==> src/rtl/indexed_address_unit.sv <==
// indexed_address_unit
//   Effective-address generator for the 65C02 indexed and indirect-indexed
//   addressing modes. It samples the X/Y index values at start, gathers the
//   operand and pointer bytes from the data bus, adds the index, and inserts
//   the page-crossing fix-up cycle used by the sequencer for its dummy access.
//
//   Configuration macro: AGU_INDIRECT_EN
//     defined   -> modes 4 (zp,X) and 5 (zp),Y with PTR_LO/PTR_HI states
//     undefined -> only modes 0-3 are legal; ptr_req/ptr_addr are tied to 0
//
//   Ports
//     fclk        in   core clock, rising edge
//     reset       in   synchronous active-high reset
//     start       in   begin a calculation (IDLE only)
//     mode[2:0]   in   0 zp,X 1 zp,Y 2 abs,X 3 abs,Y 4 (zp,X) 5 (zp),Y
//     is_write    in   store/RMW instruction, forces the fix-up cycle
//     db_in[7:0]  in   operand / pointer byte
//     db_valid    in   db_in holds the byte the current wait state expects
//     x_in[7:0]   in   X index value
//     y_in[7:0]   in   Y index value
//     ptr_req     out  pointer-byte fetch requested from ptr_addr
//     ptr_addr    out  zero-page pointer fetch address
//     ea          out  effective address
//     ea_valid    out  one-cycle pulse, ea/page_cross final
//     page_cross  out  index add carried into the high byte
//     fixup       out  high during the FIXUP cycle
//     busy        out  high in every state except IDLE
module indexed_address_unit (
  input  logic        fclk,
  input  logic        reset,
  input  logic        start,
  input  logic [2:0]  mode,
  input  logic        is_write,
  input  logic [7:0]  db_in,
  input  logic        db_valid,
  input  logic [7:0]  x_in,
  input  logic [7:0]  y_in,
  output logic        ptr_req,
  output logic [15:0] ptr_addr,
  output logic [15:0] ea,
  output logic        ea_valid,
  output logic        page_cross,
  output logic        fixup,
  output logic        busy
);

  typedef enum logic [2:0] {
    S_IDLE  = 3'd0,
    S_OP_LO = 3'd1,
    S_OP_HI = 3'd2,
    S_FIXUP = 3'd3,
    S_DONE  = 3'd4
`ifdef AGU_INDIRECT_EN
    ,
    S_PTR_LO = 3'd5,
    S_PTR_HI = 3'd6
`endif
  } state_t;

  state_t      state, state_nx;
  logic [2:0]  mode_q;
  logic        wr_q;
  logic [7:0]  idx_q;
  logic [7:0]  lo_q, lo_nx;
  logic [15:0] ea_nx;
  logic        pc_nx;
  logic        mode_legal;
  logic        accept;
  logic [7:0]  zp_sum;
  logic [8:0]  idx_sum;
  logic [7:0]  hi_sum;

`ifdef AGU_INDIRECT_EN
  logic [7:0]  p_q, p_nx;
  logic [7:0]  p_plus1;
  logic        ptr_req_nx;
  logic [15:0] ptr_addr_nx;
  assign mode_legal = (mode <= 3'd5);
  assign p_plus1    = p_q + 8'd1;   // wraps inside the zero page
`else
  assign mode_legal = (mode <= 3'd3);
  assign ptr_req    = 1'b0;
  assign ptr_addr   = 16'h0000;
`endif

  assign accept  = (state == S_IDLE) && start && mode_legal;
  assign zp_sum  = db_in + idx_q;
  // 9-bit low-byte add; bit 8 is the page-crossing carry into the high byte
  assign idx_sum = {1'b0, lo_q} + {1'b0, idx_q};
  assign hi_sum  = db_in + {7'd0, idx_sum[8]};

  // State and output registers
  always_ff @(posedge fclk) begin
    if (reset) begin
      state      <= S_IDLE;
      mode_q     <= 3'd0;
      wr_q       <= 1'b0;
      idx_q      <= 8'h00;
      lo_q       <= 8'h00;
      ea         <= 16'h0000;
      page_cross <= 1'b0;
      ea_valid   <= 1'b0;
      fixup      <= 1'b0;
      busy       <= 1'b0;
`ifdef AGU_INDIRECT_EN
      p_q        <= 8'h00;
      ptr_req    <= 1'b0;
      ptr_addr   <= 16'h0000;
`endif
    end else begin
      state      <= state_nx;
      lo_q       <= lo_nx;
      ea         <= ea_nx;
      page_cross <= pc_nx;
      ea_valid   <= (state_nx == S_DONE);
      fixup      <= (state_nx == S_FIXUP);
      busy       <= (state_nx != S_IDLE);
`ifdef AGU_INDIRECT_EN
      p_q        <= p_nx;
      ptr_req    <= ptr_req_nx;
      ptr_addr   <= ptr_addr_nx;
`endif
      // Index is frozen here so later X/Y updates cannot disturb the add
      if (accept) begin
        mode_q <= mode;
        wr_q   <= is_write;
        idx_q  <= mode[0] ? y_in : x_in;
      end else begin
        mode_q <= mode_q;
        wr_q   <= wr_q;
        idx_q  <= idx_q;
      end
    end
  end

  // Next-state logic
  always_comb begin
    state_nx = state;
    case (state)
      S_IDLE: begin
        if (start && mode_legal) state_nx = S_OP_LO;
        else                     state_nx = S_IDLE;
      end
      S_OP_LO: begin
        if (db_valid) begin
          case (mode_q)
            3'd0, 3'd1: state_nx = S_DONE;
            3'd2, 3'd3: state_nx = S_OP_HI;
`ifdef AGU_INDIRECT_EN
            3'd4, 3'd5: state_nx = S_PTR_LO;
`endif
            default:    state_nx = S_DONE;
          endcase
        end else begin
          state_nx = S_OP_LO;
        end
      end
      S_OP_HI: begin
        if (db_valid) state_nx = (idx_sum[8] || wr_q) ? S_FIXUP : S_DONE;
        else          state_nx = S_OP_HI;
      end
`ifdef AGU_INDIRECT_EN
      S_PTR_LO: begin
        if (db_valid) state_nx = S_PTR_HI;
        else          state_nx = S_PTR_LO;
      end
      S_PTR_HI: begin
        if (!db_valid)            state_nx = S_PTR_HI;
        else if (mode_q == 3'd4)  state_nx = S_DONE;
        else                      state_nx = (idx_sum[8] || wr_q) ? S_FIXUP : S_DONE;
      end
`endif
      S_FIXUP: state_nx = S_DONE;
      S_DONE:  state_nx = S_IDLE;
      default: state_nx = S_IDLE;
    endcase
  end

  // Datapath / output next values
  always_comb begin
    ea_nx = ea;
    pc_nx = page_cross;
    lo_nx = lo_q;
`ifdef AGU_INDIRECT_EN
    p_nx  = p_q;
`endif
    case (state)
      S_IDLE: begin
        // ea/page_cross are held until a new calculation is accepted
        if (start && mode_legal) begin
          ea_nx = 16'h0000;
          pc_nx = 1'b0;
        end else begin
          ea_nx = ea;
        end
      end
      S_OP_LO: begin
        if (db_valid) begin
          case (mode_q)
            3'd0, 3'd1: ea_nx = {8'h00, zp_sum};   // zero-page wrap, no carry
            3'd2, 3'd3: lo_nx = db_in;
`ifdef AGU_INDIRECT_EN
            3'd4:       p_nx  = zp_sum;
            3'd5:       p_nx  = db_in;
`endif
            default:    lo_nx = lo_q;
          endcase
        end else begin
          lo_nx = lo_q;
        end
      end
      S_OP_HI: begin
        if (db_valid) begin
          ea_nx = {hi_sum, idx_sum[7:0]};
          pc_nx = idx_sum[8];
        end else begin
          ea_nx = ea;
        end
      end
`ifdef AGU_INDIRECT_EN
      S_PTR_LO: begin
        if (db_valid) lo_nx = db_in;
        else          lo_nx = lo_q;
      end
      S_PTR_HI: begin
        if (!db_valid) begin
          ea_nx = ea;
        end else if (mode_q == 3'd4) begin
          ea_nx = {db_in, lo_q};
        end else begin
          ea_nx = {hi_sum, idx_sum[7:0]};
          pc_nx = idx_sum[8];
        end
      end
`endif
      default: ea_nx = ea;
    endcase
  end

`ifdef AGU_INDIRECT_EN
  // Pointer fetch request, registered against the state being entered
  always_comb begin
    ptr_req_nx  = 1'b0;
    ptr_addr_nx = 16'h0000;
    if (state_nx == S_PTR_LO) begin
      ptr_req_nx  = 1'b1;
      ptr_addr_nx = {8'h00, p_nx};
    end else if (state_nx == S_PTR_HI) begin
      ptr_req_nx  = 1'b1;
      ptr_addr_nx = {8'h00, p_plus1};
    end else begin
      ptr_req_nx  = 1'b0;
    end
  end
`endif

endmodule

==> config.mk <==
export PLATFORM = sky130hd
export DESIGN_NAME = indexed_address_unit
export DESIGN_NICKNAME = d
export VERILOG_FILES = /design/src/rtl/indexed_address_unit.sv
export SDC_FILE = /design/constraint.sdc
export NUM_CORES = 1
export LEC_CHECK = 0
export ABC_AREA = 1
export ABC_CLOCK_PERIOD_IN_PS = 3000
export CORE_MARGIN = 1.5
export CORE_UTILIZATION = 30
export CTS_BUF_LIST = sky130_fd_sc_hd__clkbuf_8
export CTS_CLUSTER_DIAMETER = 120
export DETAILED_ROUTE_END_ITERATION = 6
export SLEW_MARGIN = 25
export SYNTH_ARGS = -nofsm -noshare
export SYNTH_HDL_FRONTEND = slang
export SYNTH_SLANG_ARGS = --single-unit
==> constraint.sdc <==
create_clock -name fclk -period 3 [get_ports fclk]
set_input_delay 0.45 -clock fclk [delete_from_list [all_inputs] [get_ports fclk]]
set_output_delay 0.45 -clock fclk [all_outputs]
set_load 0.02 [all_outputs]
==> flow_metrics.tcl, run 1 <==
set metrics [dict create \
    ys_ff_latch 42 \
    fin_crit_ps 2580 \
    grt_max_degree 24 \
    synthArstFlopShare 0 \
    gp_congestion 0.881 \
    io_pins 69 \
    final_nets 514 \
    dp_hpwl_mm 5.73 \
    path_clk_slew_ps 80 \
    rows 35 \
    status "finished, final reports clean" \
    die_width_um 99.9 \
    final_common_cell "nand2_1" \
    slew_headroom 0.516 \
    worst_slack_ps 416 \
    ctsResizeCount 0 \
    cts_tree "done" \
    ir_drop_uv 157 \
    worst-path-max-fanout 4 \
    antenna_found_initial 0 \
    overflow 0 \
    synth-edff-count 0 \
    period_share 0.861 \
    multi_input_area_um2 1600 \
    endpoint_kind "flip-flop" \
    root_buffer "clkbuf_8" \
    hold_class "flip-flop to flip-flop" \
    postCtsHoldBufs 0 \
    pre_cts_ws_ps 429 \
    synthToLayoutAreaGrowth_pct 22.6 \
    fmax_mhz 387 \
    clk_path_buf_depth 2 \
    drive_gt1_frac 0.0841 \
    required_ps 3230 \
    syn_area_um2 2810 \
    dp.cells 567 \
    min-delay-start "ea[1]$_SDFFE_PP0P_" \
    netlist_instances 414 \
    maxCapViolations 0 \
    final_cell_mix "76 x nand2_1, 61 x inv_1, 51 x clkdlybuf4s50_1" \
    track_usage 0.151 \
    numCtsBuffers 5 \
    worst_setup_path_start_kind "flip-flop" \
    drt_wl_total_mm 7.24 \
    fillers 994 \
    startpoint "idx_q[0]$_SDFFE_PP0P_" \
    ys_warn_count 0 \
    grt_pass1_wl_mm 11.8 \
    fin_cells 575 \
    yosysSeqAreaShare 0.299 \
    drc 0 \
    dr.pass1.iters 4 \
    synth_ff_type "dfxtp_1" \
    finalMaxSlewViolations 0 \
    drtIter0Drc 86 \
    timing.rr.start "idx_q[0]$_SDFFE_PP0P_" \
    rsz0062_at_grt "no" \
    clock_skew_ps 8.52 \
    seq_area_um2 841 \
    initial_utilization 0.307 \
    via_per_inst 4.62 \
    first_global_vias 2434 \
    p_leak_nw 1.65 \
    setup_viol 0 \
    cts.sinks 42 \
    yosysUniqueCellTypes 34 \
    antenna_left 0 \
    diodes 0 \
    crit_type "flip-flop to flip-flop" \
    io_buffers 51 \
    vias 2657 \
    die_y_um 99.9 \
    synth_area_per_cell_um2 6.80 \
    htreeDepth 2 \
    core-area_um2 9150 \
    tightest_slew_ps 726 \
    dieArea_um2 9970 \
    p_per_area_nw_per_um2 388 \
    clock_latency_ps 290 \
    setup_tns_ps 0 \
    post-cts-setup-buffers 0 \
    crit_arrival_ps 2820 \
    wl_per_cell_um 12.6 \
    hold_viol 0 \
]
-- registers in the layout, indices dropped and copies added (netlist names) --
signal,flops
wr_q,1
state,3
lo_q,8
idx_q,8
ea,16
page_cross,1
busy,1
ea_valid,1
mode_q,2
fixup,1
-- synthesized netlist by cell type, types with 5 or more instances --
master / instances / area (um^2)
nand4_1: 5 / 31.3
nor3_1: 6 / 30.0
ha_1: 17 / 213
o21ai_0: 25 / 125
nand2_2: 11 / 68.8
a21oi_2: 9 / 78.8
dfxtp_1: 42 / 841
nand2_1: 76 / 285
inv_1: 59 / 221
a21oi_1: 35 / 175
nand3_1: 28 / 140
nand3b_1: 7 / 52.6
buf_4: 19 / 143
nor2_1: 45 / 169
-- path summary, 6_finish.rpt --
path	end	slack [ps]	cells after the start
worst max-delay path	ea[14]$_SDFFE_PP0P_	420	15
worst min-delay path	ea[1]$_SDFFE_PP0P_	470	2
worst max register to register	ea[14]$_SDFFE_PP0P_	420	15
worst min register to register	ea[1]$_SDFFE_PP0P_	470	2
-- critical path, stage by stage, from the launching register on --
cell	delay (ps)
dfxtp_1	370
ha_1	220
inv_1	70
fa_1	350
inv_1	70
nand2_1	60
nand2_1	110
nand3_1	90
nand2_1	120
ha_1	210
ha_1	190
nand3_1	100
nor2_1	170
a21oi_1	80
nand3b_1	170
a21oi_2	130
-- cell type report --
type / instances / share of cell area
clock buffer: 5 / 0.0199
clock inverter: 3 / 0.0109
inverter: 61 / 0.0671
multi-input combinational: 299 / 0.464
sequential: 42 / 0.244
tap: 111 / 0.0403
timing repair buffer: 54 / 0.155
-- routing by layer --
layer	routed length, um	track usage
met1	3520	0.201
met2	3220	0.249
met3	386	0.0292
met4	110	0.0423
met5	0	0
-- power breakdown --
group	internal (mW)	total (mW)	switching, mW	leakage (nW)
Combinational	0.119	0.296	0.177	1.25
Clock	0.243	0.446	0.203	0.0607
Sequential	0.580	0.598	0.0178	0.342
Total	0.941	1.34	0.397	1.65
-- stage by stage --
step / instance area (um^2) / hold slack (ps) / util / power (mW)
global route: 3450 / 495 / 0.377 / 1.41
CTS: 3450 / 471 / 0.377 / 1.36
global placement: 3340 / 453 / 0.365 / 0.905
floorplan: 2870 / 444 / - / 0.820
detailed placement: 3340 / 455 / 0.365 / 0.907
finish: 3450 / 468 / 0.377 / 1.34
-- kinds of logic after synthesis --
family                     Yosys count  share of synthesized area
and+or+nand+nor                    186                      0.301
AOI/OAI and AO/OA                   75                      0.149
other                                1                    0.00133
adders and majority gates           19                     0.0898
DFF                                 42                      0.299
buffers and inverters               89                      0.154
xor gates and xnor gates             2                    0.00623
Power figures use the tool's default switching activity.
==> run 2, diff against run 1 <==
MAX_ROUTING_LAYER = met4   (was unset)
REMOVE_ABC_BUFFERS = 1   (was unset)
SETUP_SLACK_MARGIN = 0.02   (was unset)
==> flow_metrics.tcl, run 2 (synthesized netlist as in run 1, its figures left out) <==
set metrics [dict create \
    clock_latency_ps 300 \
    drt_wl_total_mm 7.36 \
    wl_per_cell_um 12.8 \
    via_per_inst 4.55 \
    ctsResizeCount 0 \
    initial_utilization 0.307 \
    largest_register "ea" \
    holdWs_ps 469 \
    die_y_um 99.9 \
    vias 2620 \
    htreeDepth 2 \
    clk_path_buf_depth 2 \
    worst_setup_path_start_kind "flip-flop" \
    drive_gt1_frac 0.0903 \
    overflow 0 \
    die_width_um 99.9 \
    drtIter0Drc 110 \
    dp_hpwl_mm 5.83 \
    dieArea_um2 9970 \
    final_common_cell "nand2_1" \
    met2_usage 0.261 \
    ir_drop_uv 155 \
    cts.sinks 42 \
    hold_class "flip-flop to flip-flop" \
    status "finished, final reports clean" \
    dr.pass1.iters 4 \
    met1_usage 0.203 \
    postCtsHoldBufs 0 \
    slew_headroom 0.538 \
    grt_pass1_wl_mm 11.8 \
    fmax_mhz 393 \
    p_leak_nw 1.64 \
    antenna_left 0 \
    path_clk_slew_ps 80 \
    met3_usage 0.0299 \
    top_regs "ea x16, idx_q x8, lo_q x8" \
    grt_max_degree 24 \
    finalMaxSlewViolations 0 \
    cts_tree "done" \
    antenna_found_initial 0 \
    final_cell_mix "76 x nand2_1, 59 x inv_1, 51 x clkdlybuf4s50_1" \
    crit_arrival_ps 2780 \
    final_nets 516 \
    crit_type "flip-flop to flip-flop" \
    setup_viol 0 \
    post-cts-setup-buffers 0 \
    required_ps 3240 \
    busiest_layer "met2" \
    synthToLayoutAreaGrowth_pct 22.1 \
    rows 35 \
    maxCapViolations 0 \
    root_buffer "clkbuf_8" \
    numCtsBuffers 5 \
    fin_crit_ps 2540 \
    rsz0062_at_grt "no" \
    io_buffers 51 \
    worst-path-max-fanout 4 \
    core-area_um2 9150 \
    diodes 0 \
    track_usage 0.159 \
    clock_skew_ps 9.91 \
    p_per_area_nw_per_um2 365 \
    gp_congestion 0.890 \
    period_share 0.847 \
    hold_viol 0 \
    endpoint_kind "flip-flop" \
    first_global_vias 2356 \
    io_pins 69 \
    setup_tns_ps 0 \
    fillers 1009 \
    drc 0 \
    largest_register_ffs 16 \
    tightest_slew_ps 692 \
]
[run 2: cell types whose count changed in the layout (fill, tap and decap cells not counted)]
cell       delta
clkinv_2      +2
inv_1         -2
buf_4         +2
bufinv_16     -1
[run 2: worst paths after layout]
path	end	slack, ps	cells past startpoint	startpoint
setup / recovery	ea[14]$_SDFFE_PP0P_	460	15	idx_q[0]$_SDFFE_PP0P_
hold / removal	ea[10]$_SDFFE_PP0P_	470	2	ea[10]$_SDFFE_PP0P_
setup reg to reg	ea[14]$_SDFFE_PP0P_	460	15	idx_q[0]$_SDFFE_PP0P_
hold reg to reg	ea[10]$_SDFFE_PP0P_	470	2	ea[10]$_SDFFE_PP0P_
[run 2: layout make-up]
cell class                 count  area (um^2)  share of cell area
multi-input combinational    299         1600               0.465
sequential                    42          841               0.245
timing repair buffer          56          548               0.159
inverter                      61          231              0.0673
tap                          111          139              0.0404
clock buffer                   5         68.8              0.0200
clock inverter                 2         10.0             0.00291
[run 2: layer usage]
layer	vias up	wire length (um)
met5	-	0
met4	0	72
met3	9	304
met2	59	3370
met1	1153	3620
li1	1399	-
[run 2: critical path: stages, from the launching register on]
cell      delay (ps)
dfxtp_1          360
ha_1             200
inv_1             60
fa_1             350
inv_1             80
nand2_1           60
nand2_1          110
nand3_1          110
nand2_1          120
ha_1             190
ha_1             180
nand3_1          100
nor2_1           170
a21oi_1           80
nand3b_1         170
a21oi_2          140
[run 2: report_power, final]
part | switching, mW | internal [mW] | total (mW)
clock network | 0.195 | 0.156 | 0.351
logic | 0.183 | 0.121 | 0.304
registers | 0.0178 | 0.580 | 0.598
[run 2: stage by stage]
| stage | power [mW] | setup slack, ps | util | area [um^2] | instances |
|---|---|---|---|---|---|
| detailed placement | 0.914 | 489 | 0.367 | 3360 | 569 |
| global placement | 0.912 | 537 | 0.367 | 3360 | 569 |
| finish | 1.25 | 458 | 0.376 | 3440 | 576 |
| CTS | 1.27 | 458 | 0.376 | 3440 | 576 |
| global route | 1.33 | 189 | 0.376 | 3440 | 576 |
| floorplan | 0.783 | 755 | - | 2670 | 402 |
